### src/rtl/display_7seg_words.sv
// Front-panel word generator: turns the 2-bit controller mode into a registered
// four-character word on the 7-segment digits (digit 3 leftmost).
module display_7seg_words #(
    parameter bit ACTIVE_LOW = 1'b1
) (
    input  logic       clk,
    input  logic       rst_n,
    input  logic [1:0] mode,
    output logic [6:0] display_words_3,
    output logic [6:0] display_words_2,
    output logic [6:0] display_words_1,
    output logic [6:0] display_words_0
);

    typedef enum logic [3:0] {
        CH_BLANK = 4'd0,
        CH_H     = 4'd1,
        CH_E     = 4'd2,
        CH_A     = 4'd3,
        CH_T     = 4'd4,
        CH_D     = 4'd5,
        CH_O_LC  = 4'd6,
        CH_N     = 4'd7,
        CH_O_UC  = 4'd8,
        CH_P     = 4'd9
    } char_e;

    // XOR mask turns the active-high glyph into the board's drive polarity;
    // it also makes the blank pattern all-ones on a common-anode board.
    localparam logic [6:0] POLARITY_MASK = ACTIVE_LOW ? 7'h7F : 7'h00;
    localparam logic [6:0] BLANK_PATTERN = POLARITY_MASK;

    // Active-high glyphs, bit order {g,f,e,d,c,b,a}.
    function automatic logic [6:0] glyph(input char_e ch);
        logic [6:0] seg;
        seg = 7'h00;
        case (ch)
            CH_H:    seg = 7'h76;
            CH_E:    seg = 7'h79;
            CH_A:    seg = 7'h77;
            CH_T:    seg = 7'h78;
            CH_D:    seg = 7'h5E;
            CH_O_LC: seg = 7'h5C;
            CH_N:    seg = 7'h54;
            CH_O_UC: seg = 7'h3F;
            CH_P:    seg = 7'h73;
            default: seg = 7'h00;
        endcase
        return seg;
    endfunction

    char_e char_3;
    char_e char_2;
    char_e char_1;
    char_e char_0;

    always_comb begin
        char_3 = CH_BLANK;
        char_2 = CH_BLANK;
        char_1 = CH_BLANK;
        char_0 = CH_BLANK;
        case (mode)
            2'b01: begin
                char_3 = CH_H;
                char_2 = CH_E;
                char_1 = CH_A;
                char_0 = CH_T;
            end
            2'b10: begin
                char_3 = CH_D;
                char_2 = CH_O_LC;
                char_1 = CH_N;
                char_0 = CH_E;
            end
            2'b11: begin
                char_3 = CH_O_UC;
                char_2 = CH_P;
                char_1 = CH_E;
                char_0 = CH_N;
            end
            default: begin
                char_3 = CH_BLANK;
                char_2 = CH_BLANK;
                char_1 = CH_BLANK;
                char_0 = CH_BLANK;
            end
        endcase
    end

    logic [6:0] digit_3_d;
    logic [6:0] digit_2_d;
    logic [6:0] digit_1_d;
    logic [6:0] digit_0_d;
    logic [6:0] digit_3_q;
    logic [6:0] digit_2_q;
    logic [6:0] digit_1_q;
    logic [6:0] digit_0_q;

    always_comb begin
        digit_3_d = glyph(char_3) ^ POLARITY_MASK;
        digit_2_d = glyph(char_2) ^ POLARITY_MASK;
        digit_1_d = glyph(char_1) ^ POLARITY_MASK;
        digit_0_d = glyph(char_0) ^ POLARITY_MASK;
    end

    // All four digits share one register stage so a word change is atomic.
    always_ff @(posedge clk or negedge rst_n) begin
        if (!rst_n) begin
            digit_3_q <= BLANK_PATTERN;
            digit_2_q <= BLANK_PATTERN;
            digit_1_q <= BLANK_PATTERN;
            digit_0_q <= BLANK_PATTERN;
        end else begin
            digit_3_q <= digit_3_d;
            digit_2_q <= digit_2_d;
            digit_1_q <= digit_1_d;
            digit_0_q <= digit_0_d;
        end
    end

    assign display_words_3 = digit_3_q;
    assign display_words_2 = digit_2_q;
    assign display_words_1 = digit_1_q;
    assign display_words_0 = digit_0_q;

endmodule

### config.mk
export PLATFORM = sky130hd
export DESIGN_NAME = display_7seg_words
export DESIGN_NICKNAME = d
export VERILOG_FILES = /design/src/rtl/display_7seg_words.sv
export SDC_FILE = /design/constraint.sdc
export NUM_CORES = 1
export LEC_CHECK = 0
export ABC_AREA = 1
export BUFFER_PORTS_ARGS = -buffer_cell sky130_fd_sc_hd__buf_2
export CAP_MARGIN = 10
export CELL_PAD_IN_SITES_DETAIL_PLACEMENT = 1
export CELL_PAD_IN_SITES_GLOBAL_PLACEMENT = 2
export CORE_ASPECT_RATIO = 0.6
export CORE_UTILIZATION = 24
export DETAILED_ROUTE_END_ITERATION = 16
export PLACE_DENSITY = 0.77
export REMOVE_ABC_BUFFERS = 1
export SLEW_MARGIN = 20
export SYNTH_ARGS = -nofsm -noshare
export SYNTH_HDL_FRONTEND = slang
export SYNTH_SLANG_ARGS = --single-unit
export TNS_END_PERCENT = 30
### constraint.sdc
create_clock -name clk -period 1.1 [get_ports clk]
set_input_delay 0.22 -clock clk [delete_from_list [all_inputs] [get_ports clk]]
set_output_delay 0.22 -clock clk [all_outputs]
set_load 0.05 [all_outputs]
After elaboration in Yosys (flattened, before gate mapping). Memory sizes are Yosys's and may differ from the RTL's. Index checks and enable logic that the tools add are counted.

Memories: 4. Memory bits (writable): 0. Memory bits (read-only): 448. Latch bits: 0. Output and inout port bits: 28. Register bits: 28. Input port bits: 4. Word-level logic and storage cells: 19.

Memory list: (no name shown) (words 16, bits a word 7, rd ports 1, clocked after Yosys merged registers in 0, wr ports 0, line 37) `case (ch)`; (no name shown) (words 16, bits a word 7, rd ports 1, clocked after Yosys merged registers in 0, wr ports 0, line 37); (no name shown) (words 16, bits a word 7, rd ports 1, clocked after Yosys merged registers in 0, wr ports 0, line 37); (no name shown) (words 16, bits a word 7, rd ports 1, clocked after Yosys merged registers in 0, wr ports 0, line 37).

$lt $le $gt $ge: 0. $mul: 0. Divide/modulo/power cells: 0. Reductions and logical operators: 0. Muxes and demuxes: 4. $add $sub $neg: 0. Shift operators: 0. Bitwise gates (word level): 4. Equality and inequality tests: 3.

Operator list (number): inverter 7 bit (4); one-hot mux 4 bit (3 select lines) (2); one-hot mux 3 bit (3 select lines) (2); == test 2 bit, second input constant (2); == test 2 x 1 -> 1 bit, second input constant (1).

Depth between registers and ports, before layout. Gate-level depths: netlist of run 1. An unclocked memory read counts as a cell.

Depth in word-level cells: 4. Gate-level depth with buffers: 6. Mapped depth without buffers: 6.

Worst setup path after synthesis of run 1. OpenSTA, ideal clock, no wires.

Path type: reg-to-output. Start point: register, netlist name display_words_2[4]. End point: output port display_words_0[6]. Data arrival time: 0.991 ns. Path buffers: 1. Stages on the path, launching flop included: 2. Setup slack: -0.111 ns. Required time: 0.880 ns. Cells stage by stage: dfstp_2 > buf_4.

RTL lines: end: declaration (line 12) `output logic [6:0] display_words_0`.

==> results of run 1 <==
## flip-flops by register name, summed over array words and instances (netlist names)
signal and cells:
display_words_1 5, display_words_2 4, display_words_3 2, display_words_0 1
## synthesized netlist by cell type
library cell,count,area [sq um]
inv_2,3,11.3
dfstp_2,12,315
nand2_2,2,12.5
o21a_1,1,7.51
nand3_2,1,10.0
ha_1,6,75.1
buf_4,16,120
nand2_1,2,7.51
inv_1,7,26.3
nor2_1,2,7.51
## per-stage QoR
step	TNS (ns)	setup slack [ns]	instance area, sq um	hold WS [ns]
CTS	-3.48	-0.208	862	0.0710
global route	-4.07	-0.232	870	0.0939
detailed placement	0	0.0371	666	0.340
global placement	0	0.0582	666	0.342
floorplan	-12.49	-1.11	473	0.0722
finish	-3.13	-0.194	870	0.0659
## power breakdown
group	switching (mW)	total [mW]	internal (mW)
registers	0.0280	0.524	0.496
logic	0.317	0.460	0.143
clock network	0.163	0.479	0.316
total	0.508	1.46	0.955
## worst max path at each step
stage | from | endpoint | slack, ns | cells after the start
final | display_words_2[4]$_DFF_PN1_ | display_words_3[1] | -0.19 | 1
after CTS | display_words_2[4]$_DFF_PN1_ | display_words_0[6] | -0.21 | 1
after global placement | display_words_2[4]$_DFF_PN1_ | display_words_0[6] | 0.06 | 1
after floorplan | display_words_2[4]$_DFF_PN1_ | display_words_0[4] | -1.11 | 0
after detailed placement | display_words_2[4]$_DFF_PN1_ | display_words_0[6] | 0.04 | 1
after global routing | display_words_2[4]$_DFF_PN1_ | display_words_3[1] | -0.23 | 1
## cell families (layout without fill, tap and decap cells)
kind of cell / after synthesis / count (layout)
buf+inv: 26 / 45
flops: 12 / 12
simple gates: 7 / 7
fa+ha+maj: 6 / 6
compound gates: 1 / 1
## area by class of cell
type	instances	area [sq um]	share of cell area [%]
well taps	30	37.5	4.32
repair buffers	31	304	35.0
inverters	10	37.5	4.32
flip-flops and latches	12	315	36.3
multi-input cells	14	120	13.8
clock buffers	4	55.1	6.33
## metal layers
metal / global-route usage (%) / vias to the layer above / part of all wire [%]
met3: 6.82 / 2 / 8.3
met1: 8.61 / 158 / 38
met2: 16.3 / 20 / 52
met4: 4.79 / 0 / 0.84
met5: 0 / - / 0
li1: - / 171 / -
==> flow_metrics.env, run 1 <==
export IMPL_outcome="finished with violations"
export IMPL_violations="negative setup slack"
export IMPL_core_sq_um=2240
export IMPL_place_hpwl_um=838
export IMPL_cts_hold_buffers=0
export IMPL_cts_tree="yes"
export IMPL_n_antenna_cell=0
export IMPL_synth_seq_cells=12
export IMPL_antenna_found_initial=0
export IMPL_die_area_sq_um=2680
export IMPL_tightest_slew_ns=0.242
export IMPL_muxShareOfSynthArea_pct=0
export IMPL_path_clk_slew_ns=0.05
export IMPL_ir_worst_vdd_uv=308
export IMPL_synth_top_family_by_area="buffers and inverters"
export IMPL_first_pass_iters=4
export IMPL_grt_pass1_vias=319
export IMPL_cpMaxStageDelayCell="dfstp_2"
export IMPL_grt_pass1_wl_um=1570
export IMPL_via_per_inst=3.48
export IMPL_boundaryPins=32
export IMPL_portBuffers=31
export IMPL_cts_setup_buffers=0
export IMPL_dieWidth_um=66.2
export IMPL_critPathMaxStageDelay_ns=0.60
export IMPL_hold_path_class="input port to asynchronous set/reset pin"
export IMPL_power_per_cell_area_nw_per_um2=1680
export IMPL_vias=351
export IMPL_min_period_ns=1.29
export IMPL_first_iter_violations=5
export IMPL_avgSynthCellArea_sq_um=11.4
export IMPL_std_cell_rows=13
export IMPL_avgRoutedWirePerCell_um=10.6
export IMPL_grt_ovfl_total=0
export IMPL_synth_cell_types=10
export IMPL_yosysWarnings=0
export IMPL_netlist_area_sq_um=593
export IMPL_setup_violations_final=28
export IMPL_critPathLaunchType="flip-flop"
export IMPL_crit_buf_inv=1
export IMPL_p_leak_nw=0.438
export IMPL_critical_path_arrival_ns=1.07
export IMPL_yosys_area_share_simple_pct=6.33
export IMPL_cts_root_buffer_cell="clkbuf_8"
export IMPL_crit_path_end_kind="output pin"
export IMPL_ant_nets=0
export IMPL_yosys_area_share_adder_pct=12.7
export IMPL_grt_max_degree=13
export IMPL_crit_path_max_fanout=9
export IMPL_slew_headroom_pct=83.9
export IMPL_synthXorXnorAreaFrac_pct=0
export IMPL_synth_compound_area_share_pct=1.27
export IMPL_routabilityCongestion=0.732
export IMPL_dp_cells=97
export IMPL_seq_area_frac_synth_pct=53.2
export IMPL_post_route_util_pct=38.7
export IMPL_critical_path_class="flip-flop to output pin"
export IMPL_layout_setup_ws_ns=-0.194
export IMPL_crit_chain="buf_4"
export IMPL_start_util_pct=26.4
export IMPL_rsz0062_at_grt="yes"
export IMPL_slew_violations=0
export IMPL_n_fill_cell=240
export IMPL_critical_path_top_delay_family="flip-flops"
export IMPL_hold_viol_final=0
export IMPL_drt_total_wl_um=1070
export IMPL_max_freq_mhz=773
export IMPL_final_cells=101
export IMPL_h_tree_depth=1
export IMPL_final_cell_mix="buf_4, dfstp_2, inv_1, buf_8, buf_6"
export IMPL_post_route_period_util_pct=118
export IMPL_cts_buffers=3
export IMPL_cts_num_sinks=12
export IMPL_drc=0
export IMPL_maxCapViolCount=0
export IMPL_syn_to_final_growth_pct=46.6
export IMPL_grt_usage_pct=9.41
export IMPL_layout_drive_gt1_share_pct=74.6
export IMPL_die_y_um=40.5
export IMPL_cts_repair_resize_count=47
export IMPL_synth_cells=52
export IMPL_clock_path_buffers=2
export IMPL_power_mw=1.46
export IMPL_layout_commonest_cell="buf_4"
export IMPL_nets=82
export IMPL_worstPathRequired_ns=0.88
Power figures use the tool's default switching activity.
==> run 2, diff against run 1 <==
- ABC_CLOCK_PERIOD_IN_PS: default -> 1100
- CORE_UTILIZATION: 24 -> 26
- CTS_BUF_LIST: default -> sky130_fd_sc_hd__clkbuf_4 sky130_fd_sc_hd__clkbuf_8
- PLACE_DENSITY: 0.77 -> 0.83
==> flow_metrics.env, run 2 (synthesis gave the netlist of run 1 again) <==
export IMPL_avgRoutedWirePerCell_um=10.5
export IMPL_path_depth=1
export IMPL_final_cell_mix="buf_4, dfstp_2, inv_1, buf_8, buf_6"
export IMPL_ir_worst_vdd_uv=446
export IMPL_power_mw=1.45
export IMPL_crit_chain="buf_4"
export IMPL_p_switching_mw=0.500
export IMPL_ant_nets=0
export IMPL_worstPathRequired_ns=0.88
export IMPL_crit_path_end_kind="output pin"
export IMPL_slew_headroom_pct=83.2
export IMPL_hold_path_class="input port to asynchronous set/reset pin"
export IMPL_vias=350
export IMPL_largest_register_ffs=5
export IMPL_pre_cts_slack_ns=0.0274
export IMPL_crit_path_max_fanout=9
export IMPL_met2_usage_pct=15.4
export IMPL_std_cell_rows=12
export IMPL_combinationalPowerShare_pct=31.6
export IMPL_core_sq_um=2000
export IMPL_h_tree_depth=1
export IMPL_cts_root_buffer_cell="clkbuf_8"
export IMPL_nets=82
export IMPL_violations="negative setup slack"
export IMPL_min_period_ns=1.29
export IMPL_clock_path_buffers=2
export IMPL_outcome="finished with violations"
export IMPL_layout_setup_ws_ns=-0.195
export IMPL_hold_viol_final=0
export IMPL_max_freq_mhz=772
export IMPL_pwr_share_seq_pct=35.9
export IMPL_setup_violations_final=28
export IMPL_layout_commonest_cell="buf_4"
export IMPL_layout_drive_gt1_share_pct=74.6
export IMPL_syn_to_final_growth_pct=46.2
export IMPL_die_area_sq_um=2480
export IMPL_place_hpwl_um=787
export IMPL_drc=0
export IMPL_cts_tree="yes"
export IMPL_grt_busiest_layer="met2"
export IMPL_cts_hold_buffers=0
export IMPL_post_route_period_util_pct=118
export IMPL_path_clk_slew_ns=0.05
export IMPL_critical_path_arrival_ns=1.07
export IMPL_use_met3_pct=6.47
export IMPL_swShare_pct=34.4
export IMPL_critical_path_top_delay_family="flip-flops"
export IMPL_n_antenna_cell=0
export IMPL_grt_ovfl_total=0
export IMPL_first_pass_iters=2
export IMPL_rsz0062_at_grt="yes"
export IMPL_die_y_um=39.0
export IMPL_slew_violations=0
export IMPL_grt_usage_pct=10.9
export IMPL_start_util_pct=29.7
export IMPL_grt_pass1_vias=349
export IMPL_drt_total_wl_um=1040
export IMPL_tightest_slew_ns=0.252
export IMPL_grt_max_degree=13
export IMPL_maxCapViolCount=0
export IMPL_critPathMaxStageDelay_ns=0.60
export IMPL_portBuffers=31
export IMPL_crit_buf_inv=1
export IMPL_via_per_inst=3.54
export IMPL_internal_power_mw=0.954
export IMPL_clkPwrFrac_pct=32.5
export IMPL_cts_setup_buffers=0
export IMPL_p_leak_nw=0.438
export IMPL_cpMaxStageDelayCell="dfstp_2"
export IMPL_critical_path_class="flip-flop to output pin"
export IMPL_antenna_found_initial=0
export IMPL_boundaryPins=32
export IMPL_cts_num_sinks=12
export IMPL_routabilityCongestion=0.669
export IMPL_power_per_cell_area_nw_per_um2=1680
export IMPL_first_iter_violations=1
export IMPL_cp_startpoint="display_words_2[4]$_DFF_PN1_"
export IMPL_grt_pass1_wl_um=1770
export IMPL_critPathLaunchType="flip-flop"
export IMPL_grtUsageMet1_pct=12.1
export IMPL_cts_buffers=3
export IMPL_dieWidth_um=63.7
-- run 2: cell counts in the layout (fill, tap and decap cells not counted) --
Identical to the previous run, type by type.
-- run 2: area by class of cell --
cell class	count	area [sq um]
fillers	226	1130
flip-flops and latches	12	315
repair buffers	31	304
multi-input cells	14	120
clock buffers	4	55.1
inverters	10	37.5
well taps	28	35.0
-- run 2: per-layer routing --
layer,vias to the layer above,share of wire (%)
met4,0,1.7
met1,158,44
met5,-,0
met2,17,49
met3,4,5.7
li1,171,-
-- run 2: final timing paths --
path	to	slack (ns)
worst min-delay path	display_words_2[2]$_DFF_PN1_	0.08
max in group asynchronous	display_words_3[5]$_DFF_PN1_	1.00
min in group clk	display_words_2[2]$_DFF_PN1_	0.34
worst max-delay path	display_words_0[6]	-0.19
-- run 2: through the flow --
step | hold WS, ns | std cells | utilization, % | area [sq um] | TNS (ns)
floorplan | 0.0722 | 36 | - | 473 | -12.49
global placement | 0.348 | 95 | 33.2 | 663 | 0
detailed placement | 0.349 | 95 | 33.2 | 663 | 0
CTS | 0.0823 | 99 | 43.4 | 867 | -3.35
global route | 0.106 | 99 | 43.4 | 867 | -4.23
finish | 0.0786 | 99 | 43.4 | 867 | -3.03
-- run 2: power by group through the flow --
stage          sequential (mW)  clock (mW)  combinational (mW)
6_report                 0.523       0.472               0.460
5_1_grt                  0.528       0.527               0.478
4_1_cts                  0.523       0.496               0.463
3_5_place_dp             0.514           0               0.387
3_3_place_gp             0.512           0               0.385
2_1_floorplan            0.776           0              0.0385
-- run 2: timing repair --
| action | in CTS | in global routing |
|---|---|---|
| gates cloned | 0 | 0 |
| gates resized for setup | 49 | 0 |
| endpoints found under the setup margin | 28 | 28 |
